[config.mk]
export PLATFORM = sky130hd
export DESIGN_NAME = freq_meter
export DESIGN_NICKNAME = d
export VERILOG_FILES = /design/src/rtl/freq_meter.sv
export SDC_FILE = /design/constraint.sdc
export NUM_CORES = 1
export LEC_CHECK = 0
export CORE_MARGIN = 2
export CORE_UTILIZATION = 43
export CTS_CLUSTER_SIZE = 8
export DETAILED_ROUTE_END_ITERATION = 6
export GPL_TIMING_DRIVEN = 0
export PLACE_DENSITY_LB_ADDON = 0.05
export SYNTH_ARGS = -nofsm -noshare
export SYNTH_HDL_FRONTEND = slang
export SYNTH_SLANG_ARGS = --single-unit
[constraint.sdc]
create_clock -name clk -period 4.11 [get_ports clk]
set_input_delay 0.822 -clock clk [delete_from_list [all_inputs] [get_ports clk]]
set_output_delay 0.822 -clock clk [all_outputs]
set_load 0.02 [all_outputs]
[src/rtl/freq_meter.sv]
// Gated frequency meter: counts synchronized rising edges of sig_in over GATE_CYCLES clocks.
// Optional macro FREQ_METER_SAT_EN: edge counter saturates instead of wrapping.
module freq_meter #(
  parameter int unsigned GATE_CYCLES = 50_000_000,
  parameter int          CNT_W       = 32
) (
  input  logic             clk,
  input  logic             rst,
  input  logic             en,
  input  logic             sig_in,
  output logic [CNT_W-1:0] freq_out,
  output logic             valid,
  output logic             ovf
);

  typedef enum logic [1:0] {IDLE, GATE, DONE} state_t;

  localparam logic [31:0]      GATE_LAST = 32'(GATE_CYCLES - 32'd1);
  localparam logic [CNT_W-1:0] CNT_MAX   = '1;

  state_t           state, state_nxt;
  logic             s1, s2, s3;
  logic             edge_pulse;
  logic [31:0]      gate_cnt;
  logic [CNT_W-1:0] edge_cnt;
  logic             ovf_win;
  logic             last_gate;
  logic             cnt_wraps;

  function automatic logic [CNT_W-1:0] cnt_inc(input logic [CNT_W-1:0] v);
`ifdef FREQ_METER_SAT_EN
    return (v == CNT_MAX) ? v : v + CNT_W'(1);
`else
    return v + CNT_W'(1);
`endif
  endfunction

  assign edge_pulse = s2 & ~s3;
  assign last_gate  = (state == GATE) && (gate_cnt == GATE_LAST);
  assign cnt_wraps  = edge_pulse && (edge_cnt == CNT_MAX);

  always_ff @(posedge clk) begin
    if (rst) state <= IDLE;
    else     state <= state_nxt;
  end

  // en is only looked at outside the gate window, so a window always completes
  always_comb begin
    state_nxt = state;
    case (state)
      IDLE:    if (en) state_nxt = GATE;
      GATE:    if (last_gate) state_nxt = DONE;
      DONE:    state_nxt = en ? GATE : IDLE;
      default: state_nxt = IDLE;
    endcase
  end

  always_comb begin
    valid = (state == DONE);
  end

  always_ff @(posedge clk) begin
    if (rst) begin
      s1 <= 1'b0;
      s2 <= 1'b0;
      s3 <= 1'b0;
    end else begin
      s1 <= sig_in;
      s2 <= s1;
      s3 <= s2;
    end
  end

  // The final GATE cycle's edge is folded into the result captured on entry to DONE
  always_ff @(posedge clk) begin
    if (rst) begin
      gate_cnt <= '0;
      edge_cnt <= '0;
      ovf_win  <= 1'b0;
      freq_out <= '0;
      ovf      <= 1'b0;
    end else if (state == GATE) begin
      gate_cnt <= gate_cnt + 32'd1;
      if (edge_pulse) edge_cnt <= cnt_inc(edge_cnt);
      if (cnt_wraps)  ovf_win  <= 1'b1;
      if (last_gate) begin
        freq_out <= edge_pulse ? cnt_inc(edge_cnt) : edge_cnt;
        ovf      <= ovf_win | cnt_wraps;
      end
    end else begin
      gate_cnt <= '0;
      edge_cnt <= '0;
      ovf_win  <= 1'b0;
    end
  end

endmodule

==> results.tsv, run 1 <==
metric	value	unit
run_status	complete, no violations	
antenna_cells	0	
drt-vias-per-instance	5.127	
ys_warn_count	0	
ctsHoldBuffers	0	
drc	0	
netlist_area	4233	µm²
hold_depth	1	
grtUsageTotal	18.34	%
initial_core_util	43.71	%
fin_crit	2384	ps
regToRegStartpoint	edge_cnt[0]	
num_vias	3312	
rows	36	
finish.utilization	51.10	%
p_leak	1.539	nW
ctsResizeCount	0	
slew_headroom	50.15	%
cts_setup_buffers	0	
die_x	103.2	µm
clock-sinks	103	
tightestPinTransition	741.0	ps
critPathMaxFanout	3	
netlist_instances	460	
r2r_setup_slack	2040	ps
synth_top_area_cell	dfxtp_1	
final-max-slew-violation-count	0	
area_delta_synth_final	16.91	%
required	3290	ps
die_area	10650	µm²
gp_congestion	0.8211	
antenna_found_initial	0	
cp.arrival	1560	ps
synth_nets	466	
cts_max_level	3	
grt_pass1_wl	15080	µm
hp-start	s1	
reg2reg_depth	6	
worst_setup_path_end_kind	primary output	
layout-drive-gt1-share	7.992	%
hold_path_class	reg -> reg	
drt_iter0_markers	69	
synth_top_area_share	48.71	%
n_fill_cell	956	
cts_tree	done	
core	9684	µm²
clk_latency	380	ps
drv_cap	0	
nets	514	
root_buffer	clkbuf_8	
cts_buffers	9	
synth_area_leaders	dfxtp_1 49%, nor2_1 8.7%, xor2_1 7.4%, a211oi_1 3.9%, xnor2_1 3.7%	
hold-path-endpoint	s2	
wl_per_cell	13.76	µm
drt_pass1_iterations	4	
avgSynthCellArea	9.202	µm²
cts.path.max_buffers	2	
ys_ff_latch	103	
port_buffers	37	
synth_edf_count	0	
chipHeight	103.2	µm
finalSetupViolCount	0	
grt_overflow	0	
synth_cell_types	42	
timing.rr.end	ovf	
ir_worst_vdd	0.1833	mV
yosysSeqAreaShare	48.71	%
setup_tns	0	ps
critPathKind	reg -> out	
totalWireLength	8887	µm
power_density	329.2	nW/µm²
synth_ff_type	dfxtp_1	
drt.antenna.violating_nets	0	
clock.fmax	419.4	MHz
rsz0062_at_grt	false	
start_kind	flop	
grt_pass1_vias	3119	
dp_hpwl	6520	µm
top_level_ports	38	
grt_max_degree	19	
fin_crit_sh	58.01	%
final_hold_viol_count	0	
fin_worst_skew	15.94	ps
clk_pin_slew	100	ps
synth-async-reset-ratio	0	%
per-layer routing:
metal / global-route usage, % / vias up / wire length, µm
li1: - / 1709 / -
met1: 23.22 / 1549 / 4252
met2: 30.17 / 37 / 4231
met3: 5.309 / 17 / 240
met4: 6.073 / 0 / 162
met5: 0 / - / 0
placed cells by master (no fill, tap or decap), types with 8 or more instances in the layout:
| master | n |
|---|---|
| dfxtp_1 | 103 |
| nor2_1 | 98 |
| clkdlybuf4s50_1 | 37 |
| xor2_1 | 36 |
| nand3_1 | 25 |
| nand4_1 | 23 |
| a211oi_1 | 22 |
| nand2_1 | 19 |
| xnor2_1 | 18 |
| nor4_1 | 10 |
| a211oi_2 | 10 |
| and4_1 | 9 |
| clkbuf_8 | 9 |
| clkbuf_1 | 8 |
| a21oi_1 | 8 |
how the worst max path moves through the flow:
stage	start	end	slack, ps	depth (start not counted)
6_report	state[1]	valid	1730	2
5_1_grt	state[1]	valid	1660	2
4_1_cts	state[1]	valid	1710	2
3_5_place_dp	rst	gate_cnt[23]	1440	5
3_3_place_gp	rst	gate_cnt[21]	1450	5
2_1_floorplan	gate_cnt[28]	freq_out[15]	2340	7
cells by family (layout without fill, tap and decap cells):
group	after synthesis	in the layout	synth area share, %
compound gates	50	50	9.164
fa+ha+maj	2	2	0.5911
xor+xnor	54	54	11.17
flops	103	103	48.71
mux	1	1	0.2365
simple gates	225	225	27.37
buf+inv	25	78	2.749
metrics by stage:
stage | power, mW | cells | instance area [µm²] | hold slack [ps] | worst slack [ps]
floorplan | 1.046 | 460 | 4233 | 413.8 | 2339
global placement | 1.057 | 630 | 4770 | 425.6 | 1451
detailed placement | 1.058 | 630 | 4770 | 438.6 | 1442
CTS | 1.656 | 646 | 4949 | 464.9 | 1707
global route | 1.701 | 646 | 4949 | 472.5 | 1662
finish | 1.629 | 646 | 4949 | 457.9 | 1726
Yosys cell counts, types with 2 or more instances:
library cell / number
a211oi_2: 10
a21oi_1: 8
inv_1: 4
nor2_1: 98
and3_1: 6
xnor2_1: 18
and2_1: 3
buf_1: 4
ha_1: 2
a31oi_1: 2
o21ai_0: 6
nor3_1: 4
xor2_1: 36
dfxtp_1: 103
clkbuf_1: 8
buf_4: 2
nand4_1: 23
and3b_1: 2
and4_1: 9
nand2_1: 19
nor2b_1: 7
nor4_1: 10
or3_1: 7
nand3_1: 25
a211oi_1: 22
buf_2: 6
state kept, by name, summed over array words and instances, names as in the netlist:
register and count:
s3 1, edge_cnt 32, s1 1, ovf 1, s2 1, gate_cnt 32, freq_out 32, ovf_win 1
state 2
critical path, stage by stage, from the launching register on:
cell	delay [ps]
dfxtp_1	360
nor2b_1	190
clkdlybuf4s50_1	640
area by class of cell:
cell class,count,area (µm²),area share [%]
multi-input cells,332,2054,41.52
repair buffers,37,370.4,7.484
inverters,4,15.01,0.3034
well taps,133,166.4,3.363
flip-flops and latches,103,2062,41.67
plain buffers,21,101.3,2.048
clock inverters,7,55.05,1.113
clock buffers,9,123.9,2.503
where the power goes:
group,internal (mW),total [mW],leakage [nW],switching (mW)
sequential,1.00,1.00,0.830,0.00193
clock,0.228,0.595,0.0919,0.368
combinational,0.00874,0.0316,0.617,0.0229
total,1.24,1.63,1.54,0.393
Note: power is estimated with default switching activity, not from simulation.
==> run 2, diff against run 1 <==
- clock period: 4.11 -> 2.16 ns (I/O delays scaled with it)
==> run 2 against run 1 <==
Net effect:
- register-to-register slack got worse by 1900 ps
- highest routed layer unchanged
- clock skew about the same
- core utilization increased by 0.66 points
- final area increased by 1.3%
- first-iteration DRC count decreased by 10%
- largest power group unchanged
- worst setup slack got worse by 1600 ps
==> results.tsv, run 2 (synthesized netlist as in run 1, its figures left out) <==
metric	value	unit
core	9684	µm²
final-max-slew-violation-count	0	
die_area	10650	µm²
p_leak	1.566	nW
area_delta_synth_final	18.42	%
layout-drive-gt1-share	10.10	%
power	3.103	mW
antenna_cells	0	
drt-vias-per-instance	5.140	
worst_slack	160.6	ps
final_common_cell	dfxtp_1	
worst_setup_path_end_kind	flop	
grt_max_degree	19	
setup_tns	0	ps
gp_congestion	0.8211	
hold_path_class	reg -> reg	
critPathKind	reg -> reg	
drt.antenna.violating_nets	0	
slew_headroom	57.11	%
final_hold_viol_count	0	
fin_worst_skew	15.60	ps
top_level_ports	38	
cts_max_level	3	
power_density	619.0	nW/µm²
root_buffer	clkbuf_8	
place_ws	-118.2	ps
clock-sinks	103	
totalWireLength	8877	µm
tightestPinTransition	643.3	ps
wl_per_cell	13.70	µm
cts.path.max_buffers	2	
antenna_found_initial	0	
grtUsageTotal	18.34	%
rows	36	
run_status	complete, no violations	
multi_input_area	2095	µm²
cp.arrival	2300	ps
largestRegisters	edge_cnt x32, freq_out x32, gate_cnt x32	
ir_worst_vdd	0.3452	mV
n_fill_cell	947	
drv_cap	0	
fin_crit	1999	ps
cts_tree	done	
drt_pass1_iterations	4	
num_vias	3331	
seq_area	2064	µm²
required	2460	ps
fin_crit_sh	92.56	%
holdWs	457.9	ps
start_kind	flop	
grt_pass1_wl	15080	µm
clk_latency	380	ps
initial_core_util	43.71	%
nets	516	
finalSetupViolCount	0	
chipHeight	103.2	µm
ctsHoldBuffers	0	
grt_overflow	0	
critPathMaxFanout	10	
drc	0	
clock.fmax	500.2	MHz
rsz0062_at_grt	true	
final_cell_mix	101 x dfxtp_1, 96 x nor2_1, 37 x clkdlybuf4s50_1	
port_buffers	37	
die_x	103.2	µm
dp_hpwl	6520	µm
drt_iter0_markers	62	
grt_pass1_vias	3119	
cts_buffers	9	
clk_pin_slew	100	ps
==> run 2: layer usage <==
layer / vias to the layer above / routed length [µm] / global-route usage, %
li1: 1711 / - / -
met1: 1555 / 4199 / 23.22
met2: 46 / 4220 / 30.17
met3: 19 / 280 / 5.309
met4: 0 / 176 / 6.073
met5: - / 0 / 0
==> run 2: per-stage QoR <==
stage          cells  utilization (%)  area, µm²
6_report         648            51.76       5012
5_1_grt          648            51.76       5012
4_1_cts          646            51.10       4949
3_5_place_dp     630            49.25       4770
3_3_place_gp     630            49.25       4770
2_1_floorplan    460                -       4233
==> run 2: where the power goes <==
group | switching, mW | internal (mW)
clock | 0.703 | 0.433
sequential | 0.00368 | 1.90
combinational | 0.0436 | 0.0166
total | 0.750 | 2.35
==> run 2: worst paths after layout <==
kind,from,to,slack [ps],depth (start not counted)
min,s1,s2,460,1
max,gate_cnt[28],freq_out[16],160,7
min reg2reg,s1,s2,460,1
max reg2reg,gate_cnt[28],freq_out[16],160,7
==> run 2: layout make-up <==
| class | instances | area share [%] |
|---|---|---|
| Inverter | 4 | 0.2996 |
| Tap cell | 133 | 3.320 |
| Timing Repair Buffer | 39 | 7.688 |
| Buffer | 21 | 2.147 |
| Multi-Input combinational cell | 332 | 41.79 |
| Sequential cell | 103 | 41.19 |
| Clock buffer | 9 | 2.471 |
| Clock inverter | 7 | 1.098 |
==> run 2: timing repair <==
action,4_1_cts,5_1_grt
setup buffers,0,2
endpoints found under the setup margin,0,35
resized for setup,0,12
==> run 2: worst max-delay path, stage by stage (launching register included) <==
cell and delay, ps:
dfxtp_2 350, or4b_4 540, nor4_4 230, and3_4 240, buf_6 140, buf_6 150, nor2_1 60, a211oi_2 190
